<file path="src/rtl/io_bus_controller_if.sv">
// ---------------------------------------------------------------------------
// io_bus_controller_if
//
// Bundles the request/response handshake between the CPU execute stage and
// the IO bus controller, together with the PROM port and the external device
// port that the controller drives.
//
// Signal groups:
//   req_*   : CPU request (valid/ready handshake, write flag, device id, data)
//   resp_*  : single-cycle response strobe with data and error flag
//   rom_*   : registered PROM address out, PROM data back one cycle later
//   ext_*   : external device request, completed by ext_ack with ext_rdata
//
// Modports:
//   slave  : the controller side
//   master : the CPU / environment side
// ---------------------------------------------------------------------------
interface io_bus_controller_if #(
    parameter int DATA_W     = 32,
    parameter int DEV_ID_W   = 8,
    parameter int ROM_ADDR_W = 16
);
    logic                  req_valid;
    logic                  req_ready;
    logic                  req_write;
    logic [DEV_ID_W-1:0]   req_dev;
    logic [DATA_W-1:0]     req_data;

    logic                  resp_valid;
    logic [DATA_W-1:0]     resp_data;
    logic                  resp_err;

    logic [ROM_ADDR_W-1:0] rom_addr;
    logic [DATA_W-1:0]     rom_data;

    logic                  ext_valid;
    logic                  ext_write;
    logic [DEV_ID_W-1:0]   ext_dev;
    logic [DATA_W-1:0]     ext_data;
    logic                  ext_ack;
    logic [DATA_W-1:0]     ext_rdata;

    modport slave (
        input  req_valid, req_write, req_dev, req_data,
        output req_ready,
        output resp_valid, resp_data, resp_err,
        output rom_addr,
        input  rom_data,
        output ext_valid, ext_write, ext_dev, ext_data,
        input  ext_ack, ext_rdata
    );

    modport master (
        output req_valid, req_write, req_dev, req_data,
        input  req_ready,
        input  resp_valid, resp_data, resp_err,
        input  rom_addr,
        output rom_data,
        input  ext_valid, ext_write, ext_dev, ext_data,
        output ext_ack, ext_rdata
    );
endinterface

</file>
<file path="src/rtl/io_bus_controller.sv">
// ---------------------------------------------------------------------------
// io_bus_controller
//
// Accepts one CPU IO request at a time and routes it to one of four device
// classes: on-chip PROM, console loopback, a bank of local output latches,
// or the external device port (ack handshake with optional timeout).
//
// Ports:
//   clk        : system clock, all activity on the rising edge
//   rst_n      : asynchronous active-low reset
//   bus        : io_bus_controller_if.slave (request, response, PROM and
//                external device signals)
//   latch_out  : latch bank contents, latch i at [i*DATA_W +: DATA_W]
// ---------------------------------------------------------------------------
module io_bus_controller #(
    parameter int DATA_W     = 32,
    parameter int DEV_ID_W   = 8,
    parameter int ROM_ADDR_W = 16,
    parameter int PROM_ID    = 2,
    parameter int CONSDEV_ID = 3,
    parameter int LATCH_BASE = 16,
    parameter int NUM_LATCH  = 4,
    parameter int TIMEOUT    = 255
) (
    input  logic                        clk,
    input  logic                        rst_n,
    io_bus_controller_if.slave          bus,
    output logic [NUM_LATCH*DATA_W-1:0] latch_out
);

    typedef enum logic [1:0] {
        IDLE     = 2'd0,
        ROM_RD   = 2'd1,
        EXT_WAIT = 2'd2,
        RESP     = 2'd3
    } state_t;

    // Counter only ever needs to hold 0..TIMEOUT-1.
    localparam int CNT_W = (TIMEOUT > 1) ? $clog2(TIMEOUT) : 1;
    localparam logic [CNT_W-1:0] TO_LAST = CNT_W'((TIMEOUT > 0) ? TIMEOUT - 1 : 0);

    state_t                state_q, state_d;
    logic [DATA_W-1:0]     latch_q [NUM_LATCH];
    logic [DATA_W-1:0]     latch_d [NUM_LATCH];
    logic                  resp_valid_q, resp_valid_d;
    logic                  resp_err_q, resp_err_d;
    logic [DATA_W-1:0]     resp_data_q, resp_data_d;
    logic                  ext_valid_q, ext_valid_d;
    logic                  ext_write_q, ext_write_d;
    logic [DEV_ID_W-1:0]   ext_dev_q, ext_dev_d;
    logic [DATA_W-1:0]     ext_data_q, ext_data_d;
    logic [ROM_ADDR_W-1:0] rom_addr_q, rom_addr_d;
    logic [CNT_W-1:0]      cnt_q, cnt_d;

    logic                  accept;
    logic                  hit_prom;
    logic                  hit_cons;
    logic                  hit_latch;
    logic [31:0]           dev_wide;
    logic [DEV_ID_W-1:0]   latch_idx;
    logic [DATA_W-1:0]     latch_rd;
    logic                  to_expire;

    assign accept = bus.req_valid && (state_q == IDLE);

    // Decode with fixed priority PROM > console > latch bank > external.
    // The bank range check is done in 32 bits so LATCH_BASE+NUM_LATCH cannot
    // wrap in DEV_ID_W bits and alias low ids into the bank.
    assign dev_wide  = 32'(bus.req_dev);
    assign hit_prom  = (bus.req_dev == DEV_ID_W'(PROM_ID));
    assign hit_cons  = !hit_prom && (bus.req_dev == DEV_ID_W'(CONSDEV_ID));
    assign hit_latch = !hit_prom && !hit_cons &&
                       (dev_wide >= 32'(LATCH_BASE)) &&
                       (dev_wide <  32'(LATCH_BASE + NUM_LATCH));
    assign latch_idx = bus.req_dev - DEV_ID_W'(LATCH_BASE);

    assign to_expire = (TIMEOUT > 0) && (cnt_q == TO_LAST);

    // Read mux over the latch bank, selected by the bank-relative index.
    always_comb begin
        latch_rd = '0;
        for (int i = 0; i < NUM_LATCH; i++) begin
            if (latch_idx == DEV_ID_W'(i)) begin
                latch_rd = latch_q[i];
            end
        end
    end

    // State register.
    always_ff @(posedge clk or negedge rst_n) begin
        if (!rst_n) begin
            state_q <= IDLE;
        end else begin
            state_q <= state_d;
        end
    end

    // Next-state logic.
    always_comb begin
        state_d = state_q;
        case (state_q)
            IDLE: begin
                if (accept) begin
                    if (hit_prom) begin
                        state_d = bus.req_write ? RESP : ROM_RD;
                    end else if (hit_cons || hit_latch) begin
                        state_d = RESP;
                    end else begin
                        state_d = EXT_WAIT;
                    end
                end
            end
            ROM_RD:   state_d = RESP;
            EXT_WAIT: begin
                if (bus.ext_ack || to_expire) begin
                    state_d = RESP;
                end
            end
            RESP:     state_d = IDLE;
            default:  state_d = IDLE;
        endcase
    end

    // Output / datapath logic. Every response register is loaded on the edge
    // that enters RESP, so resp_valid is high exactly while state is RESP.
    // A simultaneous ack and timeout resolves in favour of the ack.
    always_comb begin
        resp_valid_d = 1'b0;
        resp_err_d   = resp_err_q;
        resp_data_d  = resp_data_q;
        ext_valid_d  = ext_valid_q;
        ext_write_d  = ext_write_q;
        ext_dev_d    = ext_dev_q;
        ext_data_d   = ext_data_q;
        rom_addr_d   = rom_addr_q;
        cnt_d        = cnt_q;
        latch_d      = latch_q;

        case (state_q)
            IDLE: begin
                if (accept) begin
                    if (hit_prom) begin
                        if (bus.req_write) begin
                            resp_valid_d = 1'b1;
                            resp_err_d   = 1'b1;
                            resp_data_d  = '0;
                        end else begin
                            rom_addr_d = bus.req_data[ROM_ADDR_W-1:0];
                        end
                    end else if (hit_cons) begin
                        resp_valid_d = 1'b1;
                        resp_err_d   = 1'b0;
                        resp_data_d  = bus.req_data;
                    end else if (hit_latch) begin
                        resp_valid_d = 1'b1;
                        resp_err_d   = 1'b0;
                        if (bus.req_write) begin
                            resp_data_d = bus.req_data;
                            for (int i = 0; i < NUM_LATCH; i++) begin
                                if (latch_idx == DEV_ID_W'(i)) begin
                                    latch_d[i] = bus.req_data;
                                end
                            end
                        end else begin
                            resp_data_d = latch_rd;
                        end
                    end else begin
                        ext_valid_d = 1'b1;
                        ext_write_d = bus.req_write;
                        ext_dev_d   = bus.req_dev;
                        ext_data_d  = bus.req_data;
                        cnt_d       = '0;
                    end
                end
            end
            ROM_RD: begin
                resp_valid_d = 1'b1;
                resp_err_d   = 1'b0;
                resp_data_d  = bus.rom_data;
            end
            EXT_WAIT: begin
                if (bus.ext_ack) begin
                    ext_valid_d  = 1'b0;
                    resp_valid_d = 1'b1;
                    resp_err_d   = 1'b0;
                    resp_data_d  = ext_write_q ? '0 : bus.ext_rdata;
                end else if (to_expire) begin
                    ext_valid_d  = 1'b0;
                    resp_valid_d = 1'b1;
                    resp_err_d   = 1'b1;
                    resp_data_d  = '1;
                end else if (TIMEOUT > 0) begin
                    cnt_d = cnt_q + 1'b1;
                end
            end
            default: ;
        endcase
    end

    // Datapath registers; reset discards any in-flight transaction.
    always_ff @(posedge clk or negedge rst_n) begin
        if (!rst_n) begin
            resp_valid_q <= 1'b0;
            resp_err_q   <= 1'b0;
            resp_data_q  <= '0;
            ext_valid_q  <= 1'b0;
            ext_write_q  <= 1'b0;
            ext_dev_q    <= '0;
            ext_data_q   <= '0;
            rom_addr_q   <= '0;
            cnt_q        <= '0;
            for (int i = 0; i < NUM_LATCH; i++) begin
                latch_q[i] <= '0;
            end
        end else begin
            resp_valid_q <= resp_valid_d;
            resp_err_q   <= resp_err_d;
            resp_data_q  <= resp_data_d;
            ext_valid_q  <= ext_valid_d;
            ext_write_q  <= ext_write_d;
            ext_dev_q    <= ext_dev_d;
            ext_data_q   <= ext_data_d;
            rom_addr_q   <= rom_addr_d;
            cnt_q        <= cnt_d;
            for (int i = 0; i < NUM_LATCH; i++) begin
                latch_q[i] <= latch_d[i];
            end
        end
    end

    // Flatten the latch bank onto the output bus.
    always_comb begin
        for (int i = 0; i < NUM_LATCH; i++) begin
            latch_out[i*DATA_W +: DATA_W] = latch_q[i];
        end
    end

    assign bus.req_ready  = (state_q == IDLE);
    assign bus.resp_valid = resp_valid_q;
    assign bus.resp_err   = resp_err_q;
    assign bus.resp_data  = resp_data_q;
    assign bus.ext_valid  = ext_valid_q;
    assign bus.ext_write  = ext_write_q;
    assign bus.ext_dev    = ext_dev_q;
    assign bus.ext_data   = ext_data_q;
    assign bus.rom_addr   = rom_addr_q;

endmodule
</file>
<file path="src/flat_wrapper.sv">
// flat-port wrapper written by rule: the top's interface ports become plain ports
module io_bus_controller_flat 
#(
    parameter int DATA_W     = 32,
    parameter int DEV_ID_W   = 8,
    parameter int ROM_ADDR_W = 16,
    parameter int PROM_ID    = 2,
    parameter int CONSDEV_ID = 3,
    parameter int LATCH_BASE = 16,
    parameter int NUM_LATCH  = 4,
    parameter int TIMEOUT    = 255
)
  (clk, rst_n, latch_out, bus_req_valid, bus_req_write, bus_req_dev, bus_req_data, bus_req_ready, bus_resp_valid, bus_resp_data, bus_resp_err, bus_rom_addr, bus_rom_data, bus_ext_valid, bus_ext_write, bus_ext_dev, bus_ext_data, bus_ext_ack, bus_ext_rdata);
  io_bus_controller_if #(.DATA_W(DATA_W), .DEV_ID_W(DEV_ID_W), .ROM_ADDR_W(ROM_ADDR_W)) bus_i ();
  input  logic clk;
  input  logic rst_n;
  output logic [NUM_LATCH*DATA_W-1:0] latch_out;
  input wire logic [$bits(bus_i.req_valid)-1:0] bus_req_valid;
  input wire logic [$bits(bus_i.req_write)-1:0] bus_req_write;
  input wire logic [$bits(bus_i.req_dev)-1:0] bus_req_dev;
  input wire logic [$bits(bus_i.req_data)-1:0] bus_req_data;
  output wire logic [$bits(bus_i.req_ready)-1:0] bus_req_ready;
  output wire logic [$bits(bus_i.resp_valid)-1:0] bus_resp_valid;
  output wire logic [$bits(bus_i.resp_data)-1:0] bus_resp_data;
  output wire logic [$bits(bus_i.resp_err)-1:0] bus_resp_err;
  output wire logic [$bits(bus_i.rom_addr)-1:0] bus_rom_addr;
  input wire logic [$bits(bus_i.rom_data)-1:0] bus_rom_data;
  output wire logic [$bits(bus_i.ext_valid)-1:0] bus_ext_valid;
  output wire logic [$bits(bus_i.ext_write)-1:0] bus_ext_write;
  output wire logic [$bits(bus_i.ext_dev)-1:0] bus_ext_dev;
  output wire logic [$bits(bus_i.ext_data)-1:0] bus_ext_data;
  input wire logic [$bits(bus_i.ext_ack)-1:0] bus_ext_ack;
  input wire logic [$bits(bus_i.ext_rdata)-1:0] bus_ext_rdata;
  assign bus_i.req_valid = bus_req_valid;
  assign bus_i.req_write = bus_req_write;
  assign bus_i.req_dev = bus_req_dev;
  assign bus_i.req_data = bus_req_data;
  assign bus_req_ready = bus_i.req_ready;
  assign bus_resp_valid = bus_i.resp_valid;
  assign bus_resp_data = bus_i.resp_data;
  assign bus_resp_err = bus_i.resp_err;
  assign bus_rom_addr = bus_i.rom_addr;
  assign bus_i.rom_data = bus_rom_data;
  assign bus_ext_valid = bus_i.ext_valid;
  assign bus_ext_write = bus_i.ext_write;
  assign bus_ext_dev = bus_i.ext_dev;
  assign bus_ext_data = bus_i.ext_data;
  assign bus_i.ext_ack = bus_ext_ack;
  assign bus_i.ext_rdata = bus_ext_rdata;
  io_bus_controller #(.DATA_W(DATA_W), .DEV_ID_W(DEV_ID_W), .ROM_ADDR_W(ROM_ADDR_W), .PROM_ID(PROM_ID), .CONSDEV_ID(CONSDEV_ID), .LATCH_BASE(LATCH_BASE), .NUM_LATCH(NUM_LATCH), .TIMEOUT(TIMEOUT)) u_core (.clk(clk), .rst_n(rst_n), .bus(bus_i), .latch_out(latch_out));
endmodule
</file>
<file path="config.mk">
export PLATFORM = sky130hd
export DESIGN_NAME = io_bus_controller_flat
export DESIGN_NICKNAME = d
export VERILOG_FILES = /design/src/rtl/io_bus_controller_if.sv /design/src/rtl/io_bus_controller.sv /design/src/flat_wrapper.sv
export SDC_FILE = /design/constraint.sdc
export NUM_CORES = 1
export LEC_CHECK = 0
export ABC_AREA = 1
export ABC_CLOCK_PERIOD_IN_PS = 1800
export CAP_MARGIN = 20
export CORE_MARGIN = 5
export CORE_UTILIZATION = 33
export CTS_CLUSTER_DIAMETER = 150
export DETAILED_ROUTE_END_ITERATION = 10
export GPL_TIMING_DRIVEN = 0
export PLACE_DENSITY = 0.6
export SETUP_SLACK_MARGIN = 0.05
export SLEW_MARGIN = 0
export SYNTH_ARGS = -nofsm -noshare
export SYNTH_HDL_FRONTEND = slang
export SYNTH_SLANG_ARGS = --single-unit
</file>
<file path="constraint.sdc">
create_clock -name clk -period 1.8 [get_ports clk]
set_input_delay 0.54 -clock clk [delete_from_list [all_inputs] [get_ports clk]]
set_output_delay 0.54 -clock clk [all_outputs]
set_load 0.01 [all_outputs]
</file>
After elaboration in Yosys (flattened, before gate mapping)
Cells that the tools add are included.
- $add $sub $neg: 2
- order comparisons: 2
- eq/ne operators: 19
- muxes and demuxes: 50
- bitwise logic cells: 4
- reduce and logical (&&, ||, !) cells: 23
- operators by type and width (cell ; count):
    $mux 32 ; 13
    $pmux 32 s3 ; 1
    $mux 8 ; 6
    $reduce_and 7->1 ; 5
    $eq 8x2->1 const B ; 4
    $mux 1 ; 21
    $pmux 8 s2 ; 1
    $ne 2x2->1 const B ; 5
    $reduce_and 5->1 ; 2
    $add 8x1->8 const B ; 1
    $eq 8x1->1 const B ; 1
    $eq 8x8->1 const B ; 1
    $ge 8x5->1 const B ; 1
    $logic_not 8->1 ; 1
    $lt 8x5->1 const B ; 1
    $mux 2 ; 4
    $pmux 2 s4 ; 1
    $sub 8x5->8 const B ; 1
    $pmux 1 s3 ; 2
    $reduce_and 6->1 ; 1
    $logic_and 1x1->1 ; 5
    $eq 2x2->1 const B ; 2
    $ne 2x1->1 const B ; 2
    $ne 4x1->1 const B ; 1
    12 further kinds ; 17
- register bits after elaboration: 230
- input bits: 109
- output and inout port bits: 221
- word-level logic and storage cells: 114

Depth between registers and ports, before layout
- depth after elaboration: 12
- gate-level depth with buffers: 13
- mapped depth without buffers: 12

Worst setup path before layout
No wires, ideal clock.
- path type: flip-flop to flip-flop
- start: register u_core.state_q[0]
- end: register u_core.resp_data_q[1], in the netlist u_core.bus.resp_data[1]
- setup time: 121 ps
- data arrival time: 1750 ps
- data required time: 1679 ps
- path slack: -71 ps
- cell stages (with the launch flop): 13
- path buffers: 1
- period minus slack after synthesis: 1871 ps
- path through: dfrtp_1 > inv_1 > ha_1 > inv_2 > nor2_2 > nand2_1 > o21ai_1 > nor2_1 > nand2_2 > inv_2 > buf_2 > nor2_1 > a21oi_1
- cells in the longest elaborated chain, start to end: 4
- elaborated cells between the ends (all ways): 11
- those cells by class: eq/ne (6); mux (1); reduce/logical (4)
- RTL lines (what ; RTL line ; text):
    from (decl) ; io_bus_controller.sv:42 ; state_t state_q, state_d;
    from (signal assigned) ; io_bus_controller.sv:94 ; state_q <= state_d;
    $logic_not 2->1 ; io_bus_controller.sv:64, io_bus_controller.sv:139 ;
    $logic_and 1x1->1 ; io_bus_controller.sv:64 ; assign accept = bus.req_valid && (state_q == IDLE);
    $ne 2x1->1 (no line) ; - ;
    $reduce_and 5->1 (no line) ; - ;
    to (signal assigned) ; io_bus_controller.sv:218 ; resp_data_q <= resp_data_d;
    to (decl) ; io_bus_controller.sv:47 ; logic [DATA_W-1:0] resp_data_q, resp_data_d;
Several ways; a longest one is shown, not always the timed one.
A chain may end at the register's enable or synchronous reset.

Worst setup path after layout
- start: register u_core.state_q[0]
- end: output port bus_req_ready
- cells in the longest elaborated chain, start to end: 1
- RTL lines (what ; RTL line ; text):
    $logic_not 2->1 ; io_bus_controller.sv:238 ; assign bus.req_ready = (state_q == IDLE);
    to (decl) ; flat_wrapper.sv:22 ; output wire logic [$bits(bus_i.req_ready)-1:0] bus_req_ready;
No other way between the ends.

==> key figures <==
Synthesis
  – Largest cells by area after synthesis: dfrtp_1 53%, nand2_1 14%, o21ai_0 6.3%, nor2_1 5.2%, a21oi_1 4.5%
  – Warnings, synthesis: 0
  – Part of the Yosys area used for sequential elements: 0.530
  – Mapped Nets: ~1500
  – Cell taking the most area after synthesis: dfrtp_1
  – Synth top area share: 0.530
  – Synth Register Bits: 230
  – Synth Area per Inst: between 7 and 8 sq um
  – Cell Area, Synth: between 10000 and 15000 sq um
  – Netlist cell types: 29
  – Cell count after synthesis: about 1400

Placement
  – RD Place Congestion: 0.896
  – Port Buffers: around 330
  – Post-DP HPWL: around 35 mm
  – Place WS: -1540 ps

Die
  – Core area: 32500 sq um
  – Initial core utilization: 0.334
  – Top Ports: 330
  – Die Y: about 190 um
  – Die X-Extent: around 190 um
  – FP Rows: 66
  – Die ar.: around 37000 sq um

Route
  – Top layer in use: met5
  – Drt drc: 0
  – Vias/cell: between 5 and 6
  – DRT Pass-1 Iters: 5
  – DRT iter0 DRCs: around 1000
  – Routed via count: ~12000
  – Antenna-violating nets left: 0
  – Met2 wire len: about 25 mm
  – WL per Instance: 22.3 um
  – WL met1: about 21 mm
  – Met3 WL: 4.60 mm
  – Total Routed Length: around 53 mm

CTS
  – TritonCTS clock tree: built
  – H-tree depth: 1
  – Num CTS Buffers: 28
  – CTS sink cnt: 230
  – Root buffer cell: clkbuf_16
  – Worst skew pair latency: approximately 560 ps
  – Worst-path clk slew: ~60 ps
  – Max clock buf depth: 3

GRT
  – Total track usage: 0.266
  – Grt total ovfl: 0
  – First-pass GRT wire length: about 75 mm
  – Largest net degree at the start of global routing: around 110
  – Vias in the first global route: between 10000 and 15000
  – Initial antenna violation count: 3

Critical path
  – Max FO, Critical Path: 4
  – Reg2Reg Depth: 12
  – Worst Path Required: about 1300 ps
  – Crit Path Category: reg -> out
  – CP arrival: 1350 ps
  – Worst setup SP type: flop
  – CP endpoint kind: output port

Flow run
  – Max cap viols: 0

Power and ir drop
  – Leak: 9.08 nW
  – Logic gate share of total power: 0.464
  – P_int: ~0.014 W
  – Clk network pwr share: 0.248
  – Power per standard cell area: 1220 nW/um^2
  – Sw power: roughly 0.0089 W
  – Net Sw Frac: 0.383
  – Peak VDD IR: between 700 and 800 uV
  – Flop pwr share: 0.288
  – Overall power: about 0.023 W

Final layout
  – Post-layout util: 0.587
  – Most common cell after layout, fill and taps aside: nand2_1
  – Share of cells above drive strength 1: 0.405
  – Fin nets: a little over 2000
  – Most frequent cells in the layout: 259 x nand2_1, 226 x dfrtp_1, 133 x buf_4
  – # fillers: about 2900
  – Area Growth Syn to Fin: 75.6%

STA
  – Final worst setup slack: -93.0 ps
  – Slew Viols, Final: 0
  – Hold slack: between 300 and 400 ps
  – Unrepaired setup endpoints after global routing: true
  – Final setup vio count: 39
  – Final period utilization: 1.05
  – Slew headroom: 0.589
  – Setup TNS Final: -1000 ps
  – Slew @ Worst Pin: slightly above 600 ps
  – Fmax achieved: ~0.53 GHz
  – Minimum clock period: about 1900 ps
  – Worst Skew: roughly 15 ps
  – Fin. Hold Viols: 0

Status
  – Failing checks: negative setup slack
  – Status: complete, but fails checks

Hold path
  – Hold Path Stages: 3
  – Hold Path Class: in -> reg
[metrics by stage]
step | area (sq um) | instances
finish | 19100 | 2369
global route | 19100 | 2369
CTS | 18000 | 2319
detailed placement | 15000 | 2143
global placement | 15000 | 2141
floorplan | 11100 | 1371
[power groups by stage]
stage,combinational (W),clock [W],sequential (W)
3_3_place_gp,0.00750,0,0.00671
2_1_floorplan,0.00344,0,0.00705
6_report,0.0108,0.00576,0.00668
4_1_cts,0.0100,0.00579,0.00666
5_1_grt,0.0116,0.00604,0.00679
3_5_place_dp,0.00763,0,0.00670
[critical path: stages, from the launching register on]
cell and delay, ps:
dfrtp_1 390, inv_2 120, ha_4 180, buf_6 110
[area by class of cell]
class / count / area [sq um] / area share
inverters: 54 / 256 / 0.0134
repair buffers: 503 / 4530 / 0.237
multi-input cells: 998 / 5990 / 0.314
diodes: 1 / 2.50 / 0.000131
flip-flops and latches: 230 / 5760 / 0.302
well taps: 442 / 553 / 0.0290
clock buffers: 40 / 786 / 0.0412
plain buffers: 92 / 1070 / 0.0563
clock inverters: 9 / 138 / 0.00721
[final timing paths]
path                                        from                      end  slack [ps]
max in group asynchronous                  rst_n   u_core.bus.rom_addr[8]         500
min reg2reg                u_core.bus.ext_dev[5]    u_core.bus.ext_dev[5]         490
min                               bus_req_dev[6]    u_core.bus.ext_dev[6]         340
max reg2reg                    u_core.state_q[1]  u_core.bus.resp_data[3]         -70
min in group asynchronous                  rst_n  u_core.bus.ext_data[25]         450
max                            u_core.state_q[0]            bus_req_ready         -90
[per-layer routing]
metal | up-vias | track usage
li1 | 5657 | -
met3 | 128 | 0.0683
met1 | 6075 | 0.347
met4 | 4 | 0.0793
met5 | - | 0
met2 | 550 | 0.436
[Yosys cell counts (all sizes together)]
library cell / number
nand2: 392
dfrtp: 230
o21ai: 191
nor2: 156
a21oi: 98
clkbuf: 72
nand3: 70
inv: 52
nand4: 36
o211ai: 32
buf: 21
ha: 7
xor2: 5
a22oi: 2
clkinv: 2
nor3: 2
o21bai: 1
o31ai: 1
xnor2: 1
[timing repair]
action,in CTS,in global routing
buffers inserted,115,36
endpoints found under the hold margin,28,0
gates resized for setup,855,445
cloned,12,14
hold buffers,1,0
pin swaps,22,15
setup endpoints to repair,449,294
[cells by family after synthesis]
logic type | after synthesis | synth area share
buf+inv | 147 | 0.0528
fa+ha+maj | 7 | 0.00806
xor+xnor | 6 | 0.00483
flops | 230 | 0.530
compound gates | 325 | 0.158
simple gates | 656 | 0.247
[registers in the layout, summed over array words and instances, names as in the netlist]
| signal | cells |
|---|---|
| u_core.bus.ext_data | 32 |
| u_core.bus.ext_dev | 8 |
| u_core.bus.ext_valid | 1 |
| u_core.bus.ext_write | 1 |
| u_core.bus.resp_data | 32 |
| u_core.bus.resp_err | 1 |
| u_core.bus.resp_valid | 1 |
| u_core.bus.rom_addr | 16 |
| u_core.cnt_q | 8 |
| u_core.latch_out | 128 |
| u_core.state_q | 2 |
Power figures use the tool's default switching activity.
